==> src/rtl/lfsr_gen.sv <==
// Parametrised Fibonacci LFSR with maximal-length taps, seed load with zero-lock
// protection, an autonomous N-step burst mode and a period-wrap flag.
module lfsr_gen #(
    parameter int unsigned       WIDTH      = 4,
    parameter logic [WIDTH-1:0]  RESET_SEED = WIDTH'(1),
    parameter int unsigned       CNT_W      = 8
) (
    input  logic              clk,
    input  logic              rst,
    input  logic              en,
    input  logic              load,
    input  logic [WIDTH-1:0]  seed,
    input  logic              start,
    input  logic [CNT_W-1:0]  nsteps,
    output logic              busy,
    output logic              done,
    output logic [WIDTH-1:0]  data_out,
    output logic              bit_out,
    output logic              wrap,
    output logic              seed_err
);

    if (WIDTH < 3 || WIDTH > 16) begin : g_width_chk
        $error("lfsr_gen: WIDTH must be in 3..16");
    end
    if (RESET_SEED == '0) begin : g_seed_chk
        $error("lfsr_gen: RESET_SEED must be non-zero");
    end

    function automatic logic [15:0] tap_mask(input int unsigned w);
        case (w)
            3:       return 16'h0006;
            4:       return 16'h000C;
            5:       return 16'h0014;
            6:       return 16'h0030;
            7:       return 16'h0060;
            8:       return 16'h00B8;
            9:       return 16'h0110;
            10:      return 16'h0240;
            11:      return 16'h0500;
            12:      return 16'h0829;
            13:      return 16'h100D;
            14:      return 16'h2015;
            15:      return 16'h6000;
            16:      return 16'hD008;
            default: return 16'h0000;
        endcase
    endfunction

    localparam logic [15:0]      TAPS_FULL = tap_mask(WIDTH);
    localparam logic [WIDTH-1:0] TAPS      = TAPS_FULL[WIDTH-1:0];

    typedef enum logic {IDLE, RUN} fsm_t;

    fsm_t             fsm;
    logic [WIDTH-1:0] lfsr;
    logic [WIDTH-1:0] lfsr_next;
    logic [CNT_W-1:0] cnt;

    always_comb begin
        lfsr_next = {lfsr[WIDTH-2:0], ^(lfsr & TAPS)};
    end

    always_ff @(posedge clk) begin
        if (rst) begin
            lfsr     <= RESET_SEED;
            fsm      <= IDLE;
            cnt      <= '0;
            busy     <= 1'b0;
            done     <= 1'b0;
            wrap     <= 1'b0;
            seed_err <= 1'b0;
        end else begin
            done     <= 1'b0;
            wrap     <= 1'b0;
            seed_err <= 1'b0;
            if (load) begin
                // Zero would lock the register, so it is replaced by 1 and flagged.
                if (seed == '0) begin
                    lfsr     <= WIDTH'(1);
                    seed_err <= 1'b1;
                end else begin
                    lfsr <= seed;
                end
                fsm  <= IDLE;
                cnt  <= '0;
                busy <= 1'b0;
            end else if (fsm == RUN) begin
                lfsr <= lfsr_next;
                wrap <= (lfsr_next == RESET_SEED);
                cnt  <= cnt - 1'b1;
                if (cnt == CNT_W'(1)) begin
                    fsm  <= IDLE;
                    busy <= 1'b0;
                    done <= 1'b1;
                end
            end else if (start) begin
                if (nsteps != '0) begin
                    cnt  <= nsteps;
                    fsm  <= RUN;
                    busy <= 1'b1;
                end else begin
                    done <= 1'b1;
                end
            end else if (en) begin
                lfsr <= lfsr_next;
                wrap <= (lfsr_next == RESET_SEED);
            end
        end
    end

    assign data_out = lfsr;
    assign bit_out  = lfsr[WIDTH-1];

endmodule
==> config.mk <==
export PLATFORM = sky130hd
export DESIGN_NAME = lfsr_gen
export DESIGN_NICKNAME = d
export VERILOG_FILES = /design/src/rtl/lfsr_gen.sv
export SDC_FILE = /design/constraint.sdc
export NUM_CORES = 1
export LEC_CHECK = 0
export ABC_CLOCK_PERIOD_IN_PS = 1450
export CAP_MARGIN = 20
export CORE_MARGIN = 4
export CORE_UTILIZATION = 42
export DETAILED_ROUTE_END_ITERATION = 7
export PLACE_DENSITY = 0.86
export REMOVE_ABC_BUFFERS = 1
export SYNTH_ARGS = -nofsm -noshare
export SYNTH_HDL_FRONTEND = slang
export SYNTH_SLANG_ARGS = --single-unit
==> constraint.sdc <==
create_clock -name clk -period 1.45 [get_ports clk]
set_input_delay 0.29 -clock clk [delete_from_list [all_inputs] [get_ports clk]]
set_output_delay 0.29 -clock clk [all_outputs]
set_load 0.01 [all_outputs]
# [Yosys cells after proc, flatten, opt, wreduce, memory -nomap -nowiden]
# Index checks and enable logic that the tools add are counted.
[op_classes] reduce_logical=11 bitwise_logic=1 eq_ne=4 mux=24 addsub=1
[ops] cell="2-to-1 mux 8 bit" n=3
[ops] cell="2-to-1 mux 4 bit" n=5
[ops] cell="2-to-1 mux 1 bit" n=16
[ops] cell="equality test 8 x 1 -> 1 bit (second input constant)" n=1
[ops] cell="nonzero test 8 bit" n=1
[ops] cell="subtractor 8 x 1 -> 8 bit (second input constant)" n=1
[ops] cell="equality test 4 x 1 -> 1 bit (second input constant)" n=1
[ops] cell="logical NOT 4 bit" n=1
[ops] cell="AND reduction 2 bit" n=2
[ops] cell="nonzero test 2 bit" n=2
[ops] cell="OR reduction 2 bit" n=2
[ops] cell="parity 4 bit" n=1
[ops] cell="inequality test 3 x 2 -> 1 bit (second input constant)" n=1
[ops] cell="AND reduction 3 bit" n=1
[ops] cell="nonzero test 3 bit" n=1
[ops] cell="inequality test 2 x 1 -> 1 bit (second input constant)" n=1
[ops] cell="inverter 1 bit" n=1
[word_totals] input_bits=17 elab_cells=48 regBits=17

# [Depth between registers and ports, before layout]
[logic_depth] word_depth=5 ltp_mapped=6 mapped_depth_nobuf=6

# [Least setup slack after synthesis]
# Ideal clock, no wire load.
[synth_timing] kind="flip-flop to flip-flop" startpoint="reg cnt[0]" endpoint="reg cnt[6]" required_time_ps=1375 stages_incl_launch_ff=7 synth_period_minus_slack_ps=1448 setup_slack_ps=2 arrival_time_ps=1373 path_cell_list="dfxtp_1 -> inv_1 -> ha_1 -> nand4bb_1 -> or3_1 -> or2_0 -> a31oi_1"
[synth_via] elab_chain_cells=2
[synth_rtl] element="start: declaration" line="58" text="logic [CNT_W-1:0] cnt;"
[synth_rtl] element="start signal: assignment" line="91" text="cnt <= cnt - 1'b1;"
[synth_rtl] element="start signal: assignment" line="99" text="cnt <= nsteps;"
[synth_rtl] element="subtractor 8 x 1 -> 8 bit" line="91"
[synth_rtl] element="2-to-1 mux 8 bit" line="88" text="end else if (fsm == RUN) begin"
# Every way passes these cells.
# A chain may end at the register's enable or synchronous reset.

# [Final worst setup path]
[layout_timing] startpoint="reg cnt[1]" endpoint="reg cnt[6]"
# The elaborated chain is that of the path after synthesis.

==> metrics.md <==
| Metric | Value |
|---|---|
| Status | `complete, but fails checks` |
| Failing checks | `setup timing` |
| Max_cap viols | `0` |
| DR WL met2 | `1.36 mm` |
| RePlAce Congestion | `0.896` |
| Non-Filler Instances | `approximately 180` |
| Met1 wire length | `1.14 mm` |
| Total net switching power | `0.309 mW` |
| Filler Cells Inserted | `162` |
| Setup TNS | `-6.36 ps` |
| Hpwl dp | `between 2 and 2.5 mm` |
| Clk buf depth | `2` |
| Pre-antenna DRT Iters | `4` |
| Endpoint class of the critical path | `register` |
| Sequential area share after synthesis | `36.7%` |
| Clock buffer count from CTS | `3` |
| Flip-flop and latch count after synthesis | `17` |
| Clock sinks | `17` |
| Average size of a mapped cell | `between 9 and 10 um2` |
| Cell total after placement | `169` |
| Residual DRC count | `0` |
| LEAKAGE | `0.618 nW` |
| Share of power burned in the clock network | `24.0%` |
| Max transition margin | `roughly three quarters` |
| Crit-path slowest cell | `or3_4` |
| PortBufs | `25` |
| Multi-input logic area | `609 um2` |
| Final Instance Area | `0.00144 mm2` |
| Comb power frac | `27.3%` |
| Synth cell types | `42` |
| Seq pwr share | `48.6%` |
| Final hold vios | `0` |
| WP data required | `1680 ps` |
| Hold-fix buffers, CTS | `0` |
| Congestion Overflow GR | `0` |
| Clock insertion delay at the later pin of the skew report | `300 ps` |
| Ys async rst share | `0%` |
| First-pass GRT wire length | `4.49 mm` |
| Initial DRC count | `18` |
| Reg area | `345 um2` |
| Area contributors post-synth | `dfxtp_1 (37%), a21oi_1 (5.9%), mux2i_1 (4.3%)` |
| Final setup viols | `1` |
| Period Utilization, post-route | `100%` |
| Die width | `55.0 um` |
| Placement Cell Area | `0.00132 mm2` |
| Worst Setup Start Kind | `register` |
| RSZ-0062 raised after global routing | `true` |
| Post-synth EDFFs | `0` |
| CP bufs+invs | `1` |
| Area of the core | `slightly above 0.002 mm2` |
| Pwr Density | `739 mW/mm2` |
| Synth top area share | `a little under two fifths` |
| Final wirelength | `2.83 mm` |
| Slew Viols, Final | `0` |
| Total Routing Usage GR | `21.9%` |
| Initial Util | `45.9%` |
| Achievable clock frequency | `between 0.6 and 0.7 GHz` |
| Nets@finish | `169` |
| Pint | `0.753 mW` |
| Clk root buf | `clkbuf_4` |
| Top_reg_cell synth | `dfxtp_1` |
| Worst Tran Pin Value | `348 ps` |
| Initial antenna violation count | `0` |
| Vias in the first global route | `1023` |
| Crit Path Category | `register to register` |
| CTS tree | `built` |
| Crit-path max FO | `2` |
| Clk pin slew, worst setup/hold paths | `100 ps` |
| Fraction of layout cells with a size suffix above 1 | `33.6%` |
| Switching share of power | `29.1%` |
| Die Footprint | `slightly above 0.003 mm2` |
| FP Rows | `16` |
| Cell taking the most area after synthesis | `dfxtp_1` |
| Via-to-Cell Ratio | `5.54` |
| Synthesis-to-finish area growth | `54.9%` |
| Synthesized cell area | `927 um2` |
| Min-Delay Path Class | `primary input to register` |
| Post-DRT Antenna Nets | `0` |
| Die Ht | `55.0 um` |
| Antenna cells | `0` |
| Cells after synthesis | `103` |
| Crit-path leading delay family | `simple AND/OR/NAND/NOR gates` |
| Met3 wire length | `195 um` |
| Via count | `between 900 and 1000` |
| H-tree depth | `1` |
| Max layer used | `met4` |
| Max VDD drop | `0.705 mV` |
| Worst path arrival time | `1690 ps` |
| Worst Slack Setup Final | `-6.36 ps` |
| I/O pin count | `26` |
| Tmin final | `1460 ps` |
| Routed WL per cell | `about 16 um` |
| CP max stage delay | `360 ps` |
| Layout Skew | `8.86 ps` |
| Worst-path cell chain | `inv_2 > ha_4 > nand4bb_1 > or3_4 > or2_0 > a31oi_1` |
| Synth warn | `0` |
| Largest net degree at the start of global routing | `10` |
cells in the mapped netlist (2+ instances only):
cell	count
nand3_1	3
inv_1	4
nand2_1	4
a31oi_1	2
nor2_1	10
inv_2	2
nor2b_1	2
dfxtp_1	17
a21oi_1	11
a211oi_1	4
mux2i_1	4
a211oi_2	2
ha_1	2
nor3_1	4
o21ai_1	2
or4_4	2
xnor2_1	2
o211ai_1	2
final timing paths:
| check | slack (ps) | end | startpoint | cells past startpoint |
|---|---|---|---|---|
| min reg2reg | 460 | busy$_SDFFE_PP0P_ | busy$_SDFFE_PP0P_ | 2 |
| max reg2reg | -6 | cnt[6]$_SDFFE_PP0P_ | cnt[1]$_SDFFE_PP0P_ | 6 |
| min | 450 | cnt[4]$_SDFFE_PP0P_ | nsteps[4] | 3 |
| max | -6 | cnt[6]$_SDFFE_PP0P_ | cnt[1]$_SDFFE_PP0P_ | 6 |
layer usage:
| metal | up-vias | track usage (%) |
|---|---|---|
| li1 | 474 | - |
| met1 | 451 | 23.2 |
| met2 | 38 | 35.2 |
| met3 | 12 | 7.24 |
| met4 | 0 | 17.4 |
| met5 | - | 0 |
per-stage QoR:
step	hold WS, ps	total power [mW]	util (%)	setup WS [ps]
6_report	453	1.06	71.0	-6.36
2_1_floorplan	363	0.644	-	-7.29
3_5_place_dp	450	0.797	65.4	-443
3_3_place_gp	447	0.783	65.4	-398
4_1_cts	437	1.05	68.4	3.14
5_1_grt	452	1.13	71.0	-73.8
worst register-to-register path, delay by kind of cell, from the launching register on:
kind | cells | cell delay (ps)
flops | 1 | 330
compound gates | 1 | 150
buf+inv | 1 | 80
fa+ha+maj | 1 | 150
simple gates | 3 | 690
cell type report:
type | instances | area share (%)
Timing Repair Buffer | 45 | 27.5
Tap cell | 27 | 2.35
Sequential cell | 17 | 24.0
Inverter | 7 | 1.83
Clock buffer | 4 | 1.83
Multi-Input combinational cell | 76 | 42.4
cells by family after synthesis:
group           count (synthesis)  share of synthesized area, %
simple gates                   36                          24.0
flops                          17                          36.7
xor+xnor                        3                          2.83
mux                             5                          5.53
buf+inv                        10                          4.59
fa+ha+maj                       2                          2.70
compound gates                 30                          23.6
power groups by stage:
| stage | Sequential (mW) | Combinational (mW) | Clock (mW) |
|---|---|---|---|
| floorplan | 0.530 | 0.114 | 0 |
| global placement | 0.523 | 0.260 | 0 |
| detailed placement | 0.524 | 0.272 | 0 |
| CTS | 0.515 | 0.274 | 0.263 |
| global route | 0.520 | 0.315 | 0.290 |
| finish | 0.517 | 0.290 | 0.255 |
state kept, by name, summed over array words and instances (netlist names):
| signal | cells |
|---|---|
| cnt | 8 |
| wrap | 1 |
| seed_err | 1 |
| done | 1 |
| data_out | 4 |
| fsm | 1 |
| busy | 1 |
placed cells by master, fill, tap and decap left out, drive strengths merged, types with 3 or more instances in the layout:
master and instances:
nand3 3, clkdlybuf4s50 7, dlygate4sd2 13, a21oi 12, buf 20, clkbuf 4, dlymetal6s2s 3, nor3 5
dfxtp 17, nand2 4, nor2 10, o21ai 5, a211oi 6, mux2i 4, inv 6, or4 3
timing repair:
action	4_1_cts	5_1_grt
resized for setup	28	12
pin swaps	7	9
setup endpoints to repair	18	9
setup buffers	1	2
cloned	0	0
(Power assumes the default switching activity.)
==> variant 1, RTL diff (same settings) <==
`WIDTH`: 4 -> 3.
--- a/src/rtl/lfsr_gen.sv
+++ b/src/rtl/lfsr_gen.sv
@@ -1,7 +1,7 @@
 // Parametrised Fibonacci LFSR with maximal-length taps, seed load with zero-lock
 // protection, an autonomous N-step burst mode and a period-wrap flag.
 module lfsr_gen #(
-    parameter int unsigned       WIDTH      = 4,
+    parameter int unsigned       WIDTH      = 3,
     parameter logic [WIDTH-1:0]  RESET_SEED = WIDTH'(1),
     parameter int unsigned       CNT_W      = 8
 ) (
Ports: changed (resized data_out and seed); port bits go from 26 to 24. The function was not compared with the original's and may differ.
==> variant 1 against the original RTL <==
Setup slack better by 0.046 ns. Final area down 11%. Sequential share of layout area up 1.3 points. Area after synthesis down 4.2%. Sequential cell count down 1. Total power down 4.1%. Combinational power down 18%. Worst hold slack worse by 0.021 ns. Wire length down 16%. Count of clock-buffer cells in the layout unchanged. Die area down 3.6%.
==> variant 1: results (changes against the original RTL) <==
Slew @ Worst Pin - 0.3817 ns (+0.03369 ns)
Fill cells - 164 (+1.2%)
Clock group power - 0.297 mW (+16%)
Placed Area - 1230 µm² (-7.0%)
Outcome - finished clean
Routed wire per std cell - 14.36 µm (-11%)
Switch share - 0.2719 (-0.01921)
Drt via density - 5.410 (-2.3%)
Met3 wire length - 111 µm (-43%)
LEAKAGE - 0.5567 nW (-9.9%)
Dominant cells by area after synthesis - dfxtp_1 36%, mux2i_1 5.6%, nor2_1 5.1%
Crit path max-delay family - buffers and inverters
Met1 Track Usage GR - 0.1944 (-0.03779)
M2 GR Usage - 0.3589 (+0.006509)
Netlist cell types - 36 (-14%)
Share of cells above drive strength 1 - 0.2590 (-0.07658)
Top-area cell type share of the netlist area - 0.3606 (-0.006508)
Final Skew - 0.007089 ns (-0.001766 ns)
Sequential area share after synthesis - 0.3606 (-0.006508)
Crit Path Max Fanout - 1 (-1)
Synth Area in XOR/XNOR - 0.02958 (+0.001237)
Mux share of post-synthesis cell area - 0.05634 (+0.001007)
NumNets Final - 158 (-6.5%)
Pre-CTS WS - -0.4686 ns (-0.02529 ns)
Metal2 WL - 1250 µm (-8.1%)
Placer Congestion - 0.8487 (-5.3%)
Post-DP HPWL - 1893 µm (-6.9%)
1st-pass router iterations - 3 (-1)
Critical Path AT - 1.12 ns (-0.57 ns)
CP max stage cell - clkdlybuf4s50_1
Most frequent cells after synthesis - 16 x dfxtp_1, 12 x nor2_1, 6 x inv_1, 6 x nand2_1
Routed vias - 898 (-7.9%)
Max rail drop VDD - 0.0006020 V (-15%)
First-pass GRT wire length - 4043 µm (-10%)
[variant 1: path summary, 6_finish.rpt]
| check | from | to | slack, ns | cells after the start |
|---|---|---|---|---|
| worst min-delay path | nsteps[5] | cnt[5] | 0.43 | 3 |
| worst min register to register | data_out[2] | wrap | 0.49 | 2 |
| worst max-delay path | done | done | 0.04 | 1 |
| worst max register to register | cnt[2] | busy | 0.04 | 4 |
[variant 1: timing repair]
item / CTS / global route
gates resized for setup: 20 / 5
pin swaps: 4 / 5
gates cloned: 0 / 0
setup buffers: 0 / 1
endpoints found under the setup margin: 17 / 8
[variant 1: final cells by class]
class	instances	area [µm²]	share of cell area
clock buffers	4	36.28	0.02829
inverters	7	26.28	0.02049
multi-input cells	73	523.0	0.4078
flip-flops and latches	16	325.3	0.2537
well taps	27	33.78	0.02634
repair buffers	39	337.8	0.2634
[variant 1: worst register-to-register path: stages, from the launching register on]
cell and delay [ns]:
dfxtp_1 0.34, nor4b_4 0.42, nand4b_1 0.27, a2bb2oi_1 0.21
nor2_1 0.06
==> variant 2, RTL diff (config.mk and constraints unchanged) <==
Without the edit above. Put one more register stage on the output `done`. The value now appears one clock later. The other outputs are not delayed to match.
--- a/src/rtl/lfsr_gen.sv
+++ b/src/rtl/lfsr_gen.sv
@@ -19,6 +19,8 @@
     output logic              wrap,
     output logic              seed_err
 );
+
+    logic done_s0;
 
     if (WIDTH < 3 || WIDTH > 16) begin : g_width_chk
         $error("lfsr_gen: WIDTH must be in 3..16");
@@ -67,11 +69,11 @@
             fsm      <= IDLE;
             cnt      <= '0;
             busy     <= 1'b0;
-            done     <= 1'b0;
+            done_s0  <= 1'b0;
             wrap     <= 1'b0;
             seed_err <= 1'b0;
         end else begin
-            done     <= 1'b0;
+            done_s0  <= 1'b0;
             wrap     <= 1'b0;
             seed_err <= 1'b0;
             if (load) begin
@@ -92,7 +94,7 @@
                 if (cnt == CNT_W'(1)) begin
                     fsm  <= IDLE;
                     busy <= 1'b0;
-                    done <= 1'b1;
+                    done_s0 <= 1'b1;
                 end
             end else if (start) begin
                 if (nsteps != '0) begin
@@ -100,7 +102,7 @@
                     fsm  <= RUN;
                     busy <= 1'b1;
                 end else begin
-                    done <= 1'b1;
+                    done_s0 <= 1'b1;
                 end
             end else if (en) begin
                 lfsr <= lfsr_next;
@@ -112,4 +114,8 @@
     assign data_out = lfsr;
     assign bit_out  = lfsr[WIDTH-1];
 
+    always_ff @(posedge clk) begin
+        done <= done_s0;
+    end
+
 endmodule
Formal check against the unedited RTL: not equivalent (Yosys sat finds a counterexample within 4 cycles, from zero or initial values and one cycle with rst high).
==> variant 2 against the original RTL <==
The flow still finishes with violations (setup timing). Area after synthesis increased by 5.0%. Critical path type is now in -> reg. Worst hold slack got worse by 0.11 ns. Utilization decreased by 3.8 points. Total power increased by 8.2%. Setup slack got worse by 0.0094 ns. Sequential cell count increased by 1. Wire length decreased by 2.6%. Fmax decreased by 0.64%. Final area increased by 3.6%.
==> variant 2: results (changes against the original RTL) <==
Vias in the first global route - 1077 (+5.3%)
Share of cells above drive strength 1 - 0.2785 (-0.05709)
Violated checks - setup timing
Syn Area/Cell - 8.849 µm² (-1.7%)
Min-delay worst type - reg -> reg
Final Skew - 0.004568 ns (-0.004288 ns)
Setup slack after layout - -0.01579 ns (-0.009428 ns)
Outcome - finished, violations left
Largest net degree at the start of global routing - 12 (+2)
Placer Congestion - 0.9103 (+1.6%)
Total Routing Usage GR - 0.1753 (-0.04343)
Most frequent cells after synthesis - 18 x dfxtp_1, 10 x a21oi_1, 8 x nand3_1, 8 x nor2_1, 6 x inv_1
Crit Path Max Fanout - 3 (+1)
Setup TNS - -0.02023 ns (-0.01387 ns)
Total wire length - 2756 µm (-2.6%)
# setup viols final - 2 (+1)
1st-pass router iterations - 4 (unchanged)
Switch share - 0.2768 (-0.01430)
NumNets Final - 178 (+5.3%)
Post-DP HPWL - 2053 µm (+1.0%)
Initial DRC count - 20 (+2)
Slew @ Worst Pin - 0.3140 ns (-0.03395 ns)
Netlist cell types - 39 (-7.1%)
Drt via density - 5.548 (+0.16%)
Routed wire per std cell - 14.82 µm (-7.8%)
-- variant 2: cell count changes in the layout (fill, tap and decap cells not counted), moves of 2 or more --
cell      change
nand3_1       +5
inv_1         +4
inv_2         -4
buf_4         +3
dfxtp_1       +3
a211oi_2      -2
a31oi_1       +2
dfxtp_2       -2
nor2_2        -2
xnor2_1       -2
-- variant 2: cell families (layout without fill, tap and decap cells) --
kind of cell / Yosys count / in the layout / synth area share
AO/OA/AOI/OAI: 31 / 31 / 0.2237
XOR/XNOR: 2 / 2 / 0.01800
multiplexers: 5 / 5 / 0.05142
AND/OR/NAND/NOR: 40 / 40 / 0.2378
adder cells (fa/ha/maj): 2 / 2 / 0.02570
buffers and inverters: 12 / 60 / 0.07325
flip-flops: 18 / 18 / 0.3702
-- variant 2: worst paths after layout --
kind,to,startpoint,slack (ns),cells past startpoint
worst min register to register,done,done_s0,0.34,0
worst min-delay path,done,done_s0,0.34,0
worst max-delay path,cnt[0],nsteps[5],-0.02,6
worst max register to register,fsm,cnt[3],0.08,5
-- variant 2: stage by stage --
step | area, µm² | setup WS, ns | power (mW) | util
floorplan | 928.4 | 0.05693 | 0.6684 | -
global placement | 1399 | -0.4038 | 0.8294 | 0.6324
detailed placement | 1399 | -0.4191 | 0.8368 | 0.6324
CTS | 1443 | 0.003142 | 1.138 | 0.6521
global route | 1488 | -0.02455 | 1.196 | 0.6725
finish | 1488 | -0.01579 | 1.149 | 0.6725
-- variant 2: final cells by class --
type / count / area (µm²)
Clock buffer: 4 / 36.28
Sequential cell: 18 / 362.8
Tap cell: 28 / 35.03
Fill cell: 188 / 724.4
Multi-Input combinational cell: 80 / 590.6
Inverter: 7 / 26.28
Timing Repair Buffer: 49 / 436.7
-- variant 2: routing by layer --
| layer | vias up | track usage | wire length [µm] |
|---|---|---|---|
| met5 | - | 0 | 0 |
| met4 | 0 | 0.07119 | 53 |
| met3 | 8 | 0.04176 | 194 |
| met2 | 39 | 0.3155 | 1361 |
| met1 | 478 | 0.1950 | 1146 |
| li1 | 507 | - | - |
-- variant 2: power groups by stage --
stage | Combinational (mW) | Sequential [mW] | Clock, mW
3_3_place_gp | 0.281 | 0.549 | 0
3_5_place_dp | 0.288 | 0.549 | 0
5_1_grt | 0.324 | 0.543 | 0.329
4_1_cts | 0.280 | 0.538 | 0.319
6_report | 0.298 | 0.539 | 0.312
2_1_floorplan | 0.111 | 0.557 | 0
-- variant 2: what timing repair did --
item                                    4_1_cts  5_1_grt
endpoints found under the setup margin       17        9
buffers inserted                              0        1
pin swaps                                     4        4
gates resized for setup                      21       11
-- variant 2: worst max-delay path: stages --
cell and delay, ns:
clkdlybuf4s15_1 0.21, or4_4 0.57, buf_4 0.18, o21ai_4 0.16, o21ai_2 0.07, a211oi_2 0.20
